$ cat config.mk
export PLATFORM = sky130hd
export DESIGN_NAME = pipeline_hazard_ctrl_flat
export DESIGN_NICKNAME = d
export VERILOG_FILES = /design/src/rtl/pipeline_hazard_ctrl_if.sv /design/src/rtl/pipeline_hazard_ctrl.sv /design/src/flat_wrapper.sv
export SDC_FILE = /design/constraint.sdc
export NUM_CORES = 1
export LEC_CHECK = 0
export BUFFER_PORTS_ARGS = -buffer_cell sky130_fd_sc_hd__buf_4
export CORE_UTILIZATION = 45
export DETAILED_ROUTE_END_ITERATION = 12
export PLACE_DENSITY_LB_ADDON = 0.25
export SKIP_CTS_REPAIR_TIMING = 1
export SYNTH_ARGS = -nofsm -noshare
export SYNTH_HDL_FRONTEND = slang
export SYNTH_SLANG_ARGS = --single-unit
$ cat constraint.sdc
create_clock -name clk -period 2.7 [get_ports clk]
set_input_delay 0.135 -clock clk [delete_from_list [all_inputs] [get_ports clk]]
set_output_delay 0.135 -clock clk [all_outputs]
set_load 0.05 [all_outputs]
$ cat src/rtl/pipeline_hazard_ctrl_if.sv
// Decode/ALU/fetch hazard bundle between the pipeline stages and the hazard controller.
// Purely structural, with no latency of its own.
// Flow control is level-based: stall holds decode, and fetch_redirect is held until fetch_ack.
interface pipeline_hazard_ctrl_if;
  logic        id_valid;
  logic [4:0]  id_rs;
  logic [4:0]  id_rt;
  logic        id_uses_rs;
  logic        id_uses_rt;
  logic [4:0]  ex_rd;
  logic        ex_is_load;
  logic [4:0]  mem_rd;
  logic        br_late_enable;
  logic [31:0] br_target;
  logic        fetch_ack;
  logic [1:0]  fwd_rs_sel;
  logic [1:0]  fwd_rt_sel;
  logic        stall;
  logic        fetch_redirect;
  logic [31:0] fetch_target;
  logic        br_late_done;

  // Pipeline side: drives stage state and consumes the hazard decisions.
  modport master (
    output id_valid, id_rs, id_rt, id_uses_rs, id_uses_rt,
    output ex_rd, ex_is_load, mem_rd, br_late_enable, br_target, fetch_ack,
    input  fwd_rs_sel, fwd_rt_sel, stall, fetch_redirect, fetch_target, br_late_done
  );

  // Controller side.
  modport slave (
    input  id_valid, id_rs, id_rt, id_uses_rs, id_uses_rt,
    input  ex_rd, ex_is_load, mem_rd, br_late_enable, br_target, fetch_ack,
    output fwd_rs_sel, fwd_rt_sel, stall, fetch_redirect, fetch_target, br_late_done
  );
endinterface

$ cat src/rtl/pipeline_hazard_ctrl.sv
// Operand forwarding select, load-use stall and late-branch redirect handshake for the ALU stage.
// Forwarding/stall are combinational; redirect outputs are registered (request one cycle after enable).
// The redirect request is held until fetch_ack; stall holds decode while a load or redirect is pending.
module pipeline_hazard_ctrl #(
  parameter int LOAD_LAT     = 2,
  parameter int REDIRECT_LAT = 1
) (
  input logic                 clk,
  input logic                 rst,
  pipeline_hazard_ctrl_if.slave bus
);

  localparam int LCW = (LOAD_LAT > 1) ? $clog2(LOAD_LAT) : 1;
  localparam int RCW = (REDIRECT_LAT > 1) ? $clog2(REDIRECT_LAT) : 1;

  typedef enum logic [1:0] {S_IDLE, S_REQ, S_WAIT, S_DONE} state_t;

  state_t          state;
  logic [LCW-1:0]  ld_cnt;
  logic [RCW-1:0]  wcnt;
  logic            redirect_q;
  logic [31:0]     target_q;
  logic            done_q;
  logic            hz;
  logic [1:0]      rs_sel;
  logic [1:0]      rt_sel;

  // ALU result wins over mem result; loads in ALU are not forwardable yet.
  function automatic logic [1:0] pick_src(input logic [4:0] idx, input logic used,
                                          input logic [4:0] ex_rd, input logic ex_is_load,
                                          input logic [4:0] mem_rd);
    logic [1:0] sel;
    sel = 2'd0;
    if (used && idx != 5'd0) begin
      if (idx == ex_rd && !ex_is_load) sel = 2'd1;
      else if (idx == mem_rd)          sel = 2'd2;
    end
    return sel;
  endfunction

  // Forwarding selects and load-use hazard detection for the instruction in decode.
  always_comb begin
    rs_sel = pick_src(bus.id_rs, bus.id_uses_rs, bus.ex_rd, bus.ex_is_load, bus.mem_rd);
    rt_sel = pick_src(bus.id_rt, bus.id_uses_rt, bus.ex_rd, bus.ex_is_load, bus.mem_rd);
    hz = bus.id_valid && bus.ex_is_load && (bus.ex_rd != 5'd0) &&
         ((bus.id_uses_rs && bus.id_rs == bus.ex_rd) ||
          (bus.id_uses_rt && bus.id_rt == bus.ex_rd));
  end

  // Load-use tail counter: keeps decode stalled until the load data becomes forwardable.
  always_ff @(posedge clk) begin
    if (rst) begin
      ld_cnt <= '0;
    end else if (hz && ld_cnt == '0) begin
      ld_cnt <= LCW'(LOAD_LAT - 1);
    end else if (ld_cnt != '0) begin
      ld_cnt <= ld_cnt - 1'b1;
    end
  end

  // Redirect handshake FSM; outputs are registered alongside the state.
  always_ff @(posedge clk) begin
    if (rst) begin
      state      <= S_IDLE;
      wcnt       <= '0;
      redirect_q <= 1'b0;
      target_q   <= '0;
      done_q     <= 1'b0;
    end else begin
      done_q <= 1'b0;
      case (state)
        S_IDLE: begin
          if (bus.br_late_enable) begin
            target_q   <= bus.br_target;
            redirect_q <= 1'b1;
            state      <= S_REQ;
          end
        end
        S_REQ: begin
          if (bus.fetch_ack) begin
            wcnt       <= RCW'(REDIRECT_LAT - 1);
            redirect_q <= 1'b0;
            state      <= S_WAIT;
          end
        end
        S_WAIT: begin
          if (wcnt == '0) begin
            done_q <= 1'b1;
            state  <= S_DONE;
          end else begin
            wcnt <= wcnt - 1'b1;
          end
        end
        default: begin
          state <= S_IDLE;
        end
      endcase
    end
  end

  // Combinational outputs are forced quiet while reset is asserted.
  always_comb begin
    bus.fwd_rs_sel = rst ? 2'd0 : rs_sel;
    bus.fwd_rt_sel = rst ? 2'd0 : rt_sel;
    bus.stall      = !rst && (hz || ld_cnt != '0 || state == S_REQ || state == S_WAIT);
  end

  assign bus.fetch_redirect = redirect_q;
  assign bus.fetch_target   = target_q;
  assign bus.br_late_done   = done_q;

endmodule

$ cat src/flat_wrapper.sv
// flat-port wrapper written by rule: the top's interface ports become plain ports
module pipeline_hazard_ctrl_flat 
#(
  parameter int LOAD_LAT     = 2,
  parameter int REDIRECT_LAT = 1
)
  (clk, rst, bus_id_valid, bus_id_rs, bus_id_rt, bus_id_uses_rs, bus_id_uses_rt, bus_ex_rd, bus_ex_is_load, bus_mem_rd, bus_br_late_enable, bus_br_target, bus_fetch_ack, bus_fwd_rs_sel, bus_fwd_rt_sel, bus_stall, bus_fetch_redirect, bus_fetch_target, bus_br_late_done);
  pipeline_hazard_ctrl_if bus_i ();
  input logic clk;
  input logic rst;
  input wire logic [$bits(bus_i.id_valid)-1:0] bus_id_valid;
  input wire logic [$bits(bus_i.id_rs)-1:0] bus_id_rs;
  input wire logic [$bits(bus_i.id_rt)-1:0] bus_id_rt;
  input wire logic [$bits(bus_i.id_uses_rs)-1:0] bus_id_uses_rs;
  input wire logic [$bits(bus_i.id_uses_rt)-1:0] bus_id_uses_rt;
  input wire logic [$bits(bus_i.ex_rd)-1:0] bus_ex_rd;
  input wire logic [$bits(bus_i.ex_is_load)-1:0] bus_ex_is_load;
  input wire logic [$bits(bus_i.mem_rd)-1:0] bus_mem_rd;
  input wire logic [$bits(bus_i.br_late_enable)-1:0] bus_br_late_enable;
  input wire logic [$bits(bus_i.br_target)-1:0] bus_br_target;
  input wire logic [$bits(bus_i.fetch_ack)-1:0] bus_fetch_ack;
  output wire logic [$bits(bus_i.fwd_rs_sel)-1:0] bus_fwd_rs_sel;
  output wire logic [$bits(bus_i.fwd_rt_sel)-1:0] bus_fwd_rt_sel;
  output wire logic [$bits(bus_i.stall)-1:0] bus_stall;
  output wire logic [$bits(bus_i.fetch_redirect)-1:0] bus_fetch_redirect;
  output wire logic [$bits(bus_i.fetch_target)-1:0] bus_fetch_target;
  output wire logic [$bits(bus_i.br_late_done)-1:0] bus_br_late_done;
  assign bus_i.id_valid = bus_id_valid;
  assign bus_i.id_rs = bus_id_rs;
  assign bus_i.id_rt = bus_id_rt;
  assign bus_i.id_uses_rs = bus_id_uses_rs;
  assign bus_i.id_uses_rt = bus_id_uses_rt;
  assign bus_i.ex_rd = bus_ex_rd;
  assign bus_i.ex_is_load = bus_ex_is_load;
  assign bus_i.mem_rd = bus_mem_rd;
  assign bus_i.br_late_enable = bus_br_late_enable;
  assign bus_i.br_target = bus_br_target;
  assign bus_i.fetch_ack = bus_fetch_ack;
  assign bus_fwd_rs_sel = bus_i.fwd_rs_sel;
  assign bus_fwd_rt_sel = bus_i.fwd_rt_sel;
  assign bus_stall = bus_i.stall;
  assign bus_fetch_redirect = bus_i.fetch_redirect;
  assign bus_fetch_target = bus_i.fetch_target;
  assign bus_br_late_done = bus_i.br_late_done;
  pipeline_hazard_ctrl #(.LOAD_LAT(LOAD_LAT), .REDIRECT_LAT(REDIRECT_LAT)) u_core (.clk(clk), .rst(rst), .bus(bus_i));
endmodule
Word level (Yosys, flattened, before mapping). Index checks and enable logic that the tools add are counted. W data, S select, Z words.

Input bits: 60. Bits in registers: 38. Output and inout port bits: 39.

Reductions and logical operators: 28. Equality and inequality tests: 9. $add $sub $neg: 2. Muxes and demuxes: 20. Bitwise operators: 2.

Operator list (count): $mux W2 (11); $eq A5 B5 Y1 (4); $reduce_bool A5 Y1 (3); $logic_and A1 B1 Y1 (11); $mux W1 (6); $ne A2 B2 Y1 const B (3); $pmux W2 S3 (1); $reduce_and A3 Y1 (2); $logic_or A1 B1 Y1 (4); $pmux W1 S2 (2); $reduce_and A2 Y1 (2); $reduce_bool A2 Y1 (2); $eq A2 B1 Y1 const B (1); $eq A2 B2 Y1 const B (1); $logic_not A1 Y1 (2); $logic_not A2 Y1 (1); $not A1 Y1 (2); $reduce_or A2 Y1 (1); $sub A1 B1 Y1 const B (2).

Longest topological paths before layout. Gate-level depths: netlist (run 1).

Depth in word-level cells: 8. Depth in mapped cells: 7. Gate-level depth less buffers: 6.

Least setup slack after synthesis (run 1). OpenSTA, ideal clock, no wires.

Path kind: input to output. Start point: in bus_ex_rd[3]. End point: out bus_fwd_rt_sel[0]. Cell stages on the path: 4. Data required time: 2.565 ns. Path slack: 0.927 ns. Arrival: 1.638 ns. Path through: xor2_1 > nor3_1 > nand2_1 > nor3_1.

Cells in the longest elaborated chain, start to end: 5.

Ends and longest elaborated chain: start: declaration (RTL line flat_wrapper.sv:16) `input wire logic [$bits(bus_i.ex_rd)-1:0] bus_ex_rd;`; $eq A5 B5 Y1 (RTL line pipeline_hazard_ctrl.sv:35) `if (idx == ex_rd && !ex_is_load) sel = 2'd1;`; $logic_and A1 B1 Y1 (RTL line pipeline_hazard_ctrl.sv:35); $mux W2 (RTL line pipeline_hazard_ctrl.sv:35); $mux W2 (RTL line pipeline_hazard_ctrl.sv:34) `if (used && idx != 5'd0) begin`; $mux W2 (RTL line pipeline_hazard_ctrl.sv:104) `bus.fwd_rt_sel = rst ? 2'd0 : rt_sel;`; end: declaration (RTL line flat_wrapper.sv:23) `output wire logic [$bits(bus_i.fwd_rt_sel)-1:0] bus_fwd_rt_sel;`.

Every way passes these cells.

Final worst setup path (run 1).
Start point: reg u_core.state[0]. End point: reg u_core.target_q[18] (netlist: u_core.bus.fetch_target[18]).

Cells in the longest elaborated chain, start to end: 2.

Ends and longest elaborated chain: start: declaration (RTL line pipeline_hazard_ctrl.sv:18) `state_t state;`; start signal: assignment (RTL line pipeline_hazard_ctrl.sv:64) `state <= S_IDLE;`; start signal: assignment (RTL line pipeline_hazard_ctrl.sv:76) `state <= S_REQ;`; start signal: assignment (RTL line pipeline_hazard_ctrl.sv:83) `state <= S_WAIT;`; $logic_not A2 Y1 (RTL line pipeline_hazard_ctrl.sv:71) `case (state)`; $reduce_and A2 Y1 (no line); end signal: assignment (RTL line pipeline_hazard_ctrl.sv:74) `target_q <= bus.br_target;`; end: declaration (RTL line pipeline_hazard_ctrl.sv:22) `logic [31:0] target_q;`.

Every way passes these cells. A chain may end at the register's enable or synchronous reset.

==> flow_metrics.py, run 1 <==
metrics = {
    "outcome": {
        "status": "finished, final reports clean",
    },
    "routing": {
        "first_pass_iters": 4,
        "detail_route.iter0.violations": 106,
        "wl_met1_um": 1720,
        "wirelength_um": 4180,
        "met2RoutedLength_um": 2170,
        "vias": 1711,
        "highest_layer": "met4",
        "via_per_inst": 4.81,
        "avgRoutedWirePerCell_um": 11.7,
        "ant_nets": 0,
        "drc_errors": 0,
        "route.met3.wl_um": 234,
    },
    "yosys": {
        "syn_area_mm2": 0.00167,
        "yosys.area.top_type": "dfxtp_1",
        "seq_area_frac_synth_pct": 44.2,
        "syn-num-nets": 278,
        "ys_ff_latch": 37,
        "synth.area.top_cells": "dfxtp_1, nand2_1, a21oi_1",
        "synth_cell_types": 27,
        "syn_inst": 214,
        "synth_area_per_cell_um2": 7.82,
        "synth_warnings": 0,
        "yosysTopAreaCellShare_pct": 44.2,
    },
    "clock_tree": {
        "insertion_delay_ps": 280,
        "cts_tree": "built",
        "cts_sinks": 37,
        "cts-buffers-inserted": 5,
        "cts-root-buf": "clkbuf_8",
        "clk_pin_slew_ps": 70,
        "h-tree-depth": 2,
        "clockBufferDepth": 2,
    },
    "setup_path": {
        "endpoint_kind": "flop",
        "r2r_end": "u_core.bus.fetch_target[18]$_SDFFE_PP0P_",
        "worst-endpoint-arrival_ps": 2110,
        "cp_data_required_time_ps": 2910,
        "critPathMaxFanout": 33,
        "r2r_slack_ps": 800,
        "reg2reg_depth": 5,
        "criticalPathCategory": "reg -> reg",
        "rr_startpoint": "u_core.state[0]$_SDFFE_PP0P_",
        "start_kind": "flop",
    },
    "timing": {
        "max_slew_margin_pct": 26.5,
        "final.setup.tns_ps": 0,
        "period_minus_slack_ps": 1900,
        "finalHoldViolCount": 0,
        "grt_setup_unrepaired": "no",
        "finalClockSkew_ps": 3.99,
        "drv_slew": 0,
        "period_share_pct": 70.4,
        "max_slew.worst_pin.slew_ps": 1100,
        "whs_ps": 90.4,
        "clock.fmax_mhz": 526,
        "setup_viol": 0,
    },
    "global_routing": {
        "antenna_found_initial": 0,
        "grt_use_total_pct": 22.2,
        "grt_max_degree": 41,
        "grt_pass1_vias": 1640,
        "grt_overflow_total": 0,
        "grt_pass1_wl_um": 6910,
    },
    "cells_and_area": {
        "seq_area_um2": 741,
        "drive_above_1_share_pct": 34.8,
        "antenna_cells": 0,
        "fill_cells": 309,
        "design_area_mm2": 0.00255,
        "nets": 373,
        "syn_to_final_growth_pct": 52.1,
        "multi_input_area_um2": 873,
    },
    "floorplan": {
        "io_pins": 99,
        "die_y_um": 63.0,
        "core_mm2": 0.00344,
        "fp.dieW_um": 63.0,
        "start_util_pct": 48.6,
        "rows": 21,
        "die_area_mm2": 0.00397,
    },
    "place": {
        "numPortBuffers": 98,
        "placed_area_mm2": 0.00243,
        "gp_congestion": 0.878,
        "dp_hpwl_um": 3200,
    },
    "job": {
        "drv_cap": 0,
    },
    "power": {
        "vdd_drop_max_mv": 0.557,
        "leakage_nw": 1.18,
        "power_density_mw_per_mm2": 894,
        "p_total_mw": 2.28,
    },
    "hold_path": {
        "min_path_type": "in -> reg",
        "min_path_cells": 3,
        "min_to": "u_core.bus.fetch_target[21]$_SDFFE_PP0P_",
        "min_from": "bus_br_target[21]",
    },
}
[worst max path at each step]
stage,from,endpoint,slack [ps],cells past startpoint
4_1_cts,u_core.state[0]$_SDFFE_PP0P_,u_core.bus.fetch_target[18]$_SDFFE_PP0P_,770,5
3_5_place_dp,u_core.state[0]$_SDFFE_PP0P_,u_core.bus.fetch_redirect$_SDFFE_PP0P_,790,6
3_3_place_gp,u_core.state[0]$_SDFFE_PP0P_,u_core.bus.fetch_redirect$_SDFFE_PP0P_,860,6
6_report,u_core.state[0]$_SDFFE_PP0P_,u_core.bus.fetch_target[18]$_SDFFE_PP0P_,800,5
2_1_floorplan,bus_ex_rd[3],bus_fwd_rt_sel[0],930,4
5_1_grt,u_core.state[0]$_SDFFE_PP0P_,u_core.bus.fetch_target[19]$_SDFFE_PP0P_,570,5
[synth_stat cells]
cell	count
or4_4	1
and2_1	1
nor3b_1	1
buf_1	4
o21ai_0	3
mux2i_1	2
xnor2_1	5
buf_2	3
dfxtp_1	37
a2bb2oi_1	2
nor2b_1	3
or4_1	2
xor2_1	15
nand3_1	1
a21oi_1	32
nor2_1	9
nor4_1	2
inv_1	4
ha_1	4
o21a_1	1
clkbuf_1	4
and4_1	1
nor3_1	6
a32oi_1	1
nand2_1	68
o21ai_2	1
o22ai_1	1
[sequential cells by signal, indices dropped and copies added (netlist names)]
register,cells
u_core.bus.fetch_redirect,1
u_core.state,2
u_core.bus.fetch_target,32
u_core.ld_cnt,1
u_core.bus.br_late_done,1
[cell usage in the layout, fill, tap and decap left out, drive strengths merged]
master / n
a21oi: 32
nand2: 68
nor3b: 1
nor2: 9
inv: 4
nand3: 1
and4: 1
nor2b: 3
a2bb2oi: 2
o21a: 1
mux2i: 2
xnor2: 5
ha: 4
o21ai: 4
xor2: 15
nor3: 6
buf: 99
dfxtp: 37
nor4: 2
bufinv: 1
a32oi: 1
and2: 1
clkbuf: 7
or4: 3
o22ai: 1
[per-stage QoR]
stage | util (%) | worst slack [ps] | std cells
floorplan | - | 927 | 214
global placement | 70.6 | 855 | 348
detailed placement | 70.6 | 788 | 348
CTS | 74.0 | 769 | 356
global route | 74.0 | 572 | 356
finish | 74.0 | 799 | 356
[worst max-delay path, stage by stage, from the launching register on]
cell and delay [ps]:
dfxtp_1 340, inv_1 90, ha_1 200, and2_1 880, nand2_1 140, a21oi_1 180
[routing by layer]
layer	GRT usage [%]	vias up
li1	-	891
met2	42.3	54
met5	0	-
met3	5.11	5
met1	23.0	761
met4	8.72	0
[cell type report]
type	count	share of cell area (%)
clock buffers	7	3.39
clock inverters	1	1.18
multi-input cells	162	34.3
repair buffers	99	29.2
inverters	4	0.590
well taps	46	2.26
flip-flops and latches	37	29.1
[logic make-up (layout without fill, tap and decap cells)]
group,Yosys count,after routing,share of synthesized area (%)
compound gates,41,41,13.4
simple gates,95,95,24.1
xor+xnor,20,20,10.5
buf+inv,15,111,3.59
mux,2,2,1.20
fa+ha+maj,4,4,2.99
flops,37,37,44.2
[power by group]
part | total (mW) | internal, mW | switching (mW)
registers | 0.726 | 0.660 | 0.0657
clock network | 0.483 | 0.301 | 0.182
logic | 1.07 | 0.359 | 0.710
Note: power is estimated with default switching activity, not from simulation.
==> inputs of run 2 (changes only) <==
CORE_UTILIZATION = 43   (was 45)
clock period = 1.95 ns   (was 2.7 ns; I/O delays follow)
==> run 2 against run 1 <==
Clock skew is 1.3 ps higher. Sequential power grew 38%. Critical path depth rose by 1. Via count down 0.23%. Global-route usage down 1.0 points. Total power is 39% higher. Utilization shrank 4.3 points. Combinational power rose by 41%. Highest routed layer unchanged.
==> flow_metrics.py, run 2 (synthesis results as in run 1) <==
metrics = {
    "power": {
        "swShare_pct": 41.4,
        "pwr-share-comb_pct": 47.5,
        "p_total_mw": 3.17,
        "vdd_drop_max_mv": 0.601,
        "leakage_nw": 1.19,
        "power_density_mw_per_mm2": 1230,
        "internal_power_mw": 1.86,
        "seq_power_share_pct": 31.5,
        "clkPwrFrac_pct": 20.9,
        "power.net_switching_mw": 1.31,
    },
    "clock_tree": {
        "cts_tree": "built",
        "cts-buffers-inserted": 5,
        "cts-root-buf": "clkbuf_8",
        "clockBufferDepth": 2,
        "cts_sinks": 37,
        "insertion_delay_ps": 280,
        "clk_pin_slew_ps": 70,
        "h-tree-depth": 2,
    },
    "timing": {
        "grt_setup_unrepaired": "no",
        "period_minus_slack_ps": 1640,
        "final.setup.tns_ps": 0,
        "clock.fmax_mhz": 608,
        "max_slew.worst_pin.slew_ps": 617,
        "max_slew_margin_pct": 58.8,
        "finalClockSkew_ps": 5.24,
        "setup_viol": 0,
        "period_share_pct": 84.3,
        "drv_slew": 0,
        "finalHoldViolCount": 0,
    },
    "global_routing": {
        "antenna_found_initial": 0,
        "grt_overflow_total": 0,
        "grt_use_total_pct": 21.2,
        "grt_pass1_vias": 1602,
        "grt_pass1_wl_um": 6800,
        "grt_max_degree": 41,
    },
    "floorplan": {
        "io_pins": 99,
        "rows": 22,
        "start_util_pct": 45.4,
        "core_mm2": 0.00369,
        "die_area_mm2": 0.00415,
        "die_y_um": 64.4,
        "fp.dieW_um": 64.4,
    },
    "setup_path": {
        "critPathMaxFanout": 17,
        "cp_data_required_time_ps": 2160,
        "rr_startpoint": "u_core.state[1]$_SDFFE_PP0P_",
        "criticalPathCategory": "reg -> reg",
        "start_kind": "flop",
        "worst-endpoint-arrival_ps": 1850,
        "reg2reg_depth": 6,
        "r2r_end": "u_core.bus.fetch_target[31]$_SDFFE_PP0P_",
        "r2r_slack_ps": 310,
        "endpoint_kind": "flop",
    },
    "hold_path": {
        "min_path_cells": 3,
        "min_from": "bus_br_target[11]",
        "min_path_type": "in -> reg",
        "min_to": "u_core.bus.fetch_target[11]$_SDFFE_PP0P_",
    },
    "cells_and_area": {
        "drive_above_1_share_pct": 35.0,
        "seq_area_um2": 741,
        "nets": 374,
        "largest_reg_flops": 32,
        "multi_input_area_um2": 873,
        "final_common_cell": "buf_4",
        "final_cell_mix": "buf_4, nand2_1, dfxtp_1, a21oi_1, xor2_1",
        "fill_cells": 333,
        "syn_to_final_growth_pct": 53.4,
        "antenna_cells": 0,
    },
    "routing": {
        "vias": 1707,
        "first_pass_iters": 4,
        "detail_route.iter0.violations": 93,
        "wirelength_um": 4070,
        "ant_nets": 0,
        "avgRoutedWirePerCell_um": 11.3,
        "drc_errors": 0,
        "via_per_inst": 4.75,
    },
    "place": {
        "numPortBuffers": 98,
        "gp_congestion": 0.878,
        "dp_hpwl_um": 3140,
    },
    "outcome": {
        "status": "finished, final reports clean",
    },
    "job": {
        "drv_cap": 0,
    },
}
[run 2: cell count changes in the layout (fill, tap and decap cells not counted), sizes merged]
| cell | change |
|---|---|
| buf | +1 |
[run 2: cell type report]
| cell class | instances | share of cell area [%] |
|---|---|---|
| multi-input cells | 162 | 34.0 |
| clock buffers | 7 | 3.36 |
| flip-flops and latches | 37 | 28.8 |
| clock inverters | 1 | 1.17 |
| well taps | 48 | 2.34 |
| repair buffers | 100 | 29.7 |
| inverters | 4 | 0.585 |
[run 2: through the flow]
step	util [%]	worst slack, ps	hold WS (ps)	cells	instance area, um^2
global placement	66.5	367	346	351	2450
global route	69.6	127	53.5	359	2570
CTS	69.6	251	45.1	359	2570
detailed placement	66.5	286	355	351	2450
floorplan	-	252	234	214	1670
finish	69.6	306	58.2	359	2570
[run 2: critical path: stages (launching register included)]
cell     delay, ps
dfxtp_1        340
inv_1           80
ha_1           200
and2_1         550
buf_12         220
nand2_1         60
a21oi_1        120
[run 2: worst max path at each step]
stage	to	slack, ps	depth (start not counted)	start
2_1_floorplan	bus_fwd_rt_sel[0]	250	4	bus_ex_rd[3]
5_1_grt	u_core.bus.fetch_target[25]$_SDFFE_PP0P_	130	6	u_core.state[0]$_SDFFE_PP0P_
4_1_cts	u_core.bus.fetch_target[6]$_SDFFE_PP0P_	250	6	u_core.state[1]$_SDFFE_PP0P_
3_3_place_gp	u_core.bus.fetch_target[2]$_SDFFE_PP0P_	370	6	u_core.state[0]$_SDFFE_PP0P_
6_report	u_core.bus.fetch_target[31]$_SDFFE_PP0P_	310	6	u_core.state[1]$_SDFFE_PP0P_
3_5_place_dp	u_core.bus.fetch_target[6]$_SDFFE_PP0P_	290	6	u_core.state[0]$_SDFFE_PP0P_
[run 2: power by group through the flow]
stage | Combinational, mW | Clock [mW] | Sequential (mW)
finish | 1.51 | 0.664 | 1.00
global route | 1.64 | 0.721 | 1.02
CTS | 1.52 | 0.691 | 1.00
detailed placement | 1.52 | 0 | 1.02
global placement | 1.51 | 0 | 1.01
floorplan | 0.587 | 0 | 1.48
[run 2: routing by layer]
metal / vias to the layer above / GRT usage [%] / routed length, um
met5: - / 0 / 0
met4: 0 / 9.17 / 55
met3: 6 / 5.18 / 279
met2: 59 / 36.7 / 2000
met1: 745 / 24.5 / 1740
li1: 897 / - / -
==> inputs of run 3 (changes only) <==
CORE_UTILIZATION = 39   (was 43)
clock period = 1.3 ns   (was 1.95 ns; I/O delays follow)
==> run 3 against run 2 <==
The flow now finishes with violations (negative setup slack). Register-to-register slack worse by 310 ps. Worst hold slack got worse by 44 ps. Largest power group unchanged. Non-clock buffer count rose by 15. Via count grew 2.7%. Critical endpoint is now bus_stall. Sequential cell count unchanged. Combinational power up 77%. Count of clock-buffer cells in the layout shrank 1. Worst setup slack worse by 360 ps. Total power rose by 59%. Utilization barely moved.
==> flow_metrics.py, run 3 (synthesis results as in run 1) <==
metrics = {
    "clock_tree": {
        "h-tree-depth": 2,
        "cts_sinks": 37,
        "insertion_delay_ps": 290,
        "cts-buffers-inserted": 5,
        "cts_tree": "built",
        "clk_pin_slew_ps": 70,
        "cts-root-buf": "clkbuf_8",
        "clockBufferDepth": 2,
    },
    "cells_and_area": {
        "drive_above_1_share_pct": 43.4,
        "final_common_cell": "buf_4",
        "largest_reg_flops": 32,
        "nets": 389,
        "seq_area_um2": 748,
        "multi_input_area_um2": 978,
        "antenna_cells": 0,
        "syn_to_final_growth_pct": 68.7,
        "fin_cells": 375,
        "final_cell_mix": "buf_4, nand2_1, dfxtp_1, a21oi_1, xor2_1",
        "fill_cells": 329,
    },
    "setup_path": {
        "crit_path_max_incr_delay_ps": 390,
        "crit_chain": "inv_4 -> ha_4 -> nor3_4 -> o22ai_2 -> buf_6",
        "endpoint_kind": "primary output",
        "cp_data_required_time_ps": 1240,
        "worst_path_max_delay_cell": "dfxtp_4",
        "criticalPathCategory": "reg -> out",
        "start_kind": "flop",
        "reg2reg_depth": 6,
        "critPathMaxFanout": 4,
        "worst-endpoint-arrival_ps": 1290,
    },
    "routing": {
        "first_pass_iters": 4,
        "ant_nets": 0,
        "drc_errors": 0,
        "via_per_inst": 4.67,
        "wirelength_um": 4670,
        "vias": 1753,
        "avgRoutedWirePerCell_um": 12.5,
        "detail_route.iter0.violations": 88,
    },
    "place": {
        "numPortBuffers": 98,
        "dp_hpwl_um": 3410,
        "pre_cts_slack_ps": -60.6,
        "post-place-cells": 367,
        "gp_congestion": 0.941,
    },
    "power": {
        "clkPwrFrac_pct": 16.1,
        "pwr-share-comb_pct": 53.2,
        "seq_power_share_pct": 30.8,
        "power_density_mw_per_mm2": 1790,
        "vdd_drop_max_mv": 1.17,
        "leakage_nw": 1.28,
        "swShare_pct": 43.0,
        "power.net_switching_mw": 2.17,
        "p_total_mw": 5.04,
        "internal_power_mw": 2.88,
    },
    "global_routing": {
        "grt_pass1_vias": 1438,
        "grt_overflow_total": 0,
        "grt_max_degree": 33,
        "grt_pass1_wl_um": 6590,
        "grt_use_total_pct": 19.8,
        "antenna_found_initial": 0,
    },
    "timing": {
        "setup_viol": 2,
        "period_share_pct": 104,
        "finalHoldViolCount": 0,
        "period_minus_slack_ps": 1350,
        "finalClockSkew_ps": 10.8,
        "layout_setup_ws_ps": -54.8,
        "max_slew_margin_pct": 80.7,
        "max_slew.worst_pin.slew_ps": 287,
        "grt_setup_unrepaired": "yes",
        "drv_slew": 0,
        "clock.fmax_mhz": 738,
    },
    "floorplan": {
        "start_util_pct": 41.3,
        "core_mm2": 0.00406,
        "die_y_um": 67.5,
        "rows": 23,
        "io_pins": 99,
        "die_area_mm2": 0.00456,
        "fp.dieW_um": 67.5,
    },
    "hold_path": {
        "min_path_cells": 3,
        "min_path_type": "in -> reg",
    },
    "job": {
        "drv_cap": 0,
    },
    "outcome": {
        "status": "finished with violations",
        "violations": "negative setup slack",
    },
}
[run 3: stage by stage]
stage	cell area (um^2)	TNS [ps]	utilization, %	hold WS [ps]
final	2820	-58.2	69.6	14.6
after global routing	2820	-1750	69.6	5.36
after CTS	2670	-1170	65.7	6.44
after detailed placement	2580	-607	63.5	319
after global placement	2580	-79.0	63.5	313
after floorplan	1700	0	-	201
[run 3: cell type report]
type / count / share of cell area, %
Clock buffer: 6 / 2.92
Sequential cell: 37 / 26.5
Timing Repair Buffer: 115 / 32.8
Multi-Input combinational cell: 162 / 34.6
Tap cell: 50 / 2.22
Inverter: 4 / 0.620
Clock inverter: 1 / 0.266
[run 3: layer usage]
metal,up-vias,wire length [um],GRT usage [%]
met2,48,2310,29.6
met3,11,278,6.25
li1,921,-,-
met1,773,2000,25.2
met4,0,89,10.4
met5,-,0,0
[run 3: final timing paths]
kind | endpoint | slack, ps | startpoint
max | bus_stall | -50 | u_core.state[0]$_SDFFE_PP0P_
max reg2reg | u_core.state[0]$_SDFFE_PP0P_ | 0 | u_core.state[0]$_SDFFE_PP0P_
min | u_core.bus.fetch_target[9]$_SDFFE_PP0P_ | 10 | bus_br_target[9]
min reg2reg | u_core.bus.fetch_target[11]$_SDFFE_PP0P_ | 460 | u_core.bus.fetch_target[11]$_SDFFE_PP0P_
[run 3: critical path, delay by kind of cell (launching register included)]
family | cells | cell delay (ps)
fa+ha+maj | 1 | 160
flops | 1 | 390
simple gates | 1 | 170
compound gates | 1 | 90
buf+inv | 2 | 210
[run 3: power by group through the flow]
stage / combinational [mW] / clock [mW] / sequential (mW)
after floorplan: 0.930 / 0 / 2.22
after detailed placement: 2.41 / 0 / 1.53
after global placement: 2.39 / 0 / 1.52
after global routing: 2.86 / 0.892 / 1.58
final: 2.68 / 0.810 / 1.55
after CTS: 2.42 / 0.838 / 1.50
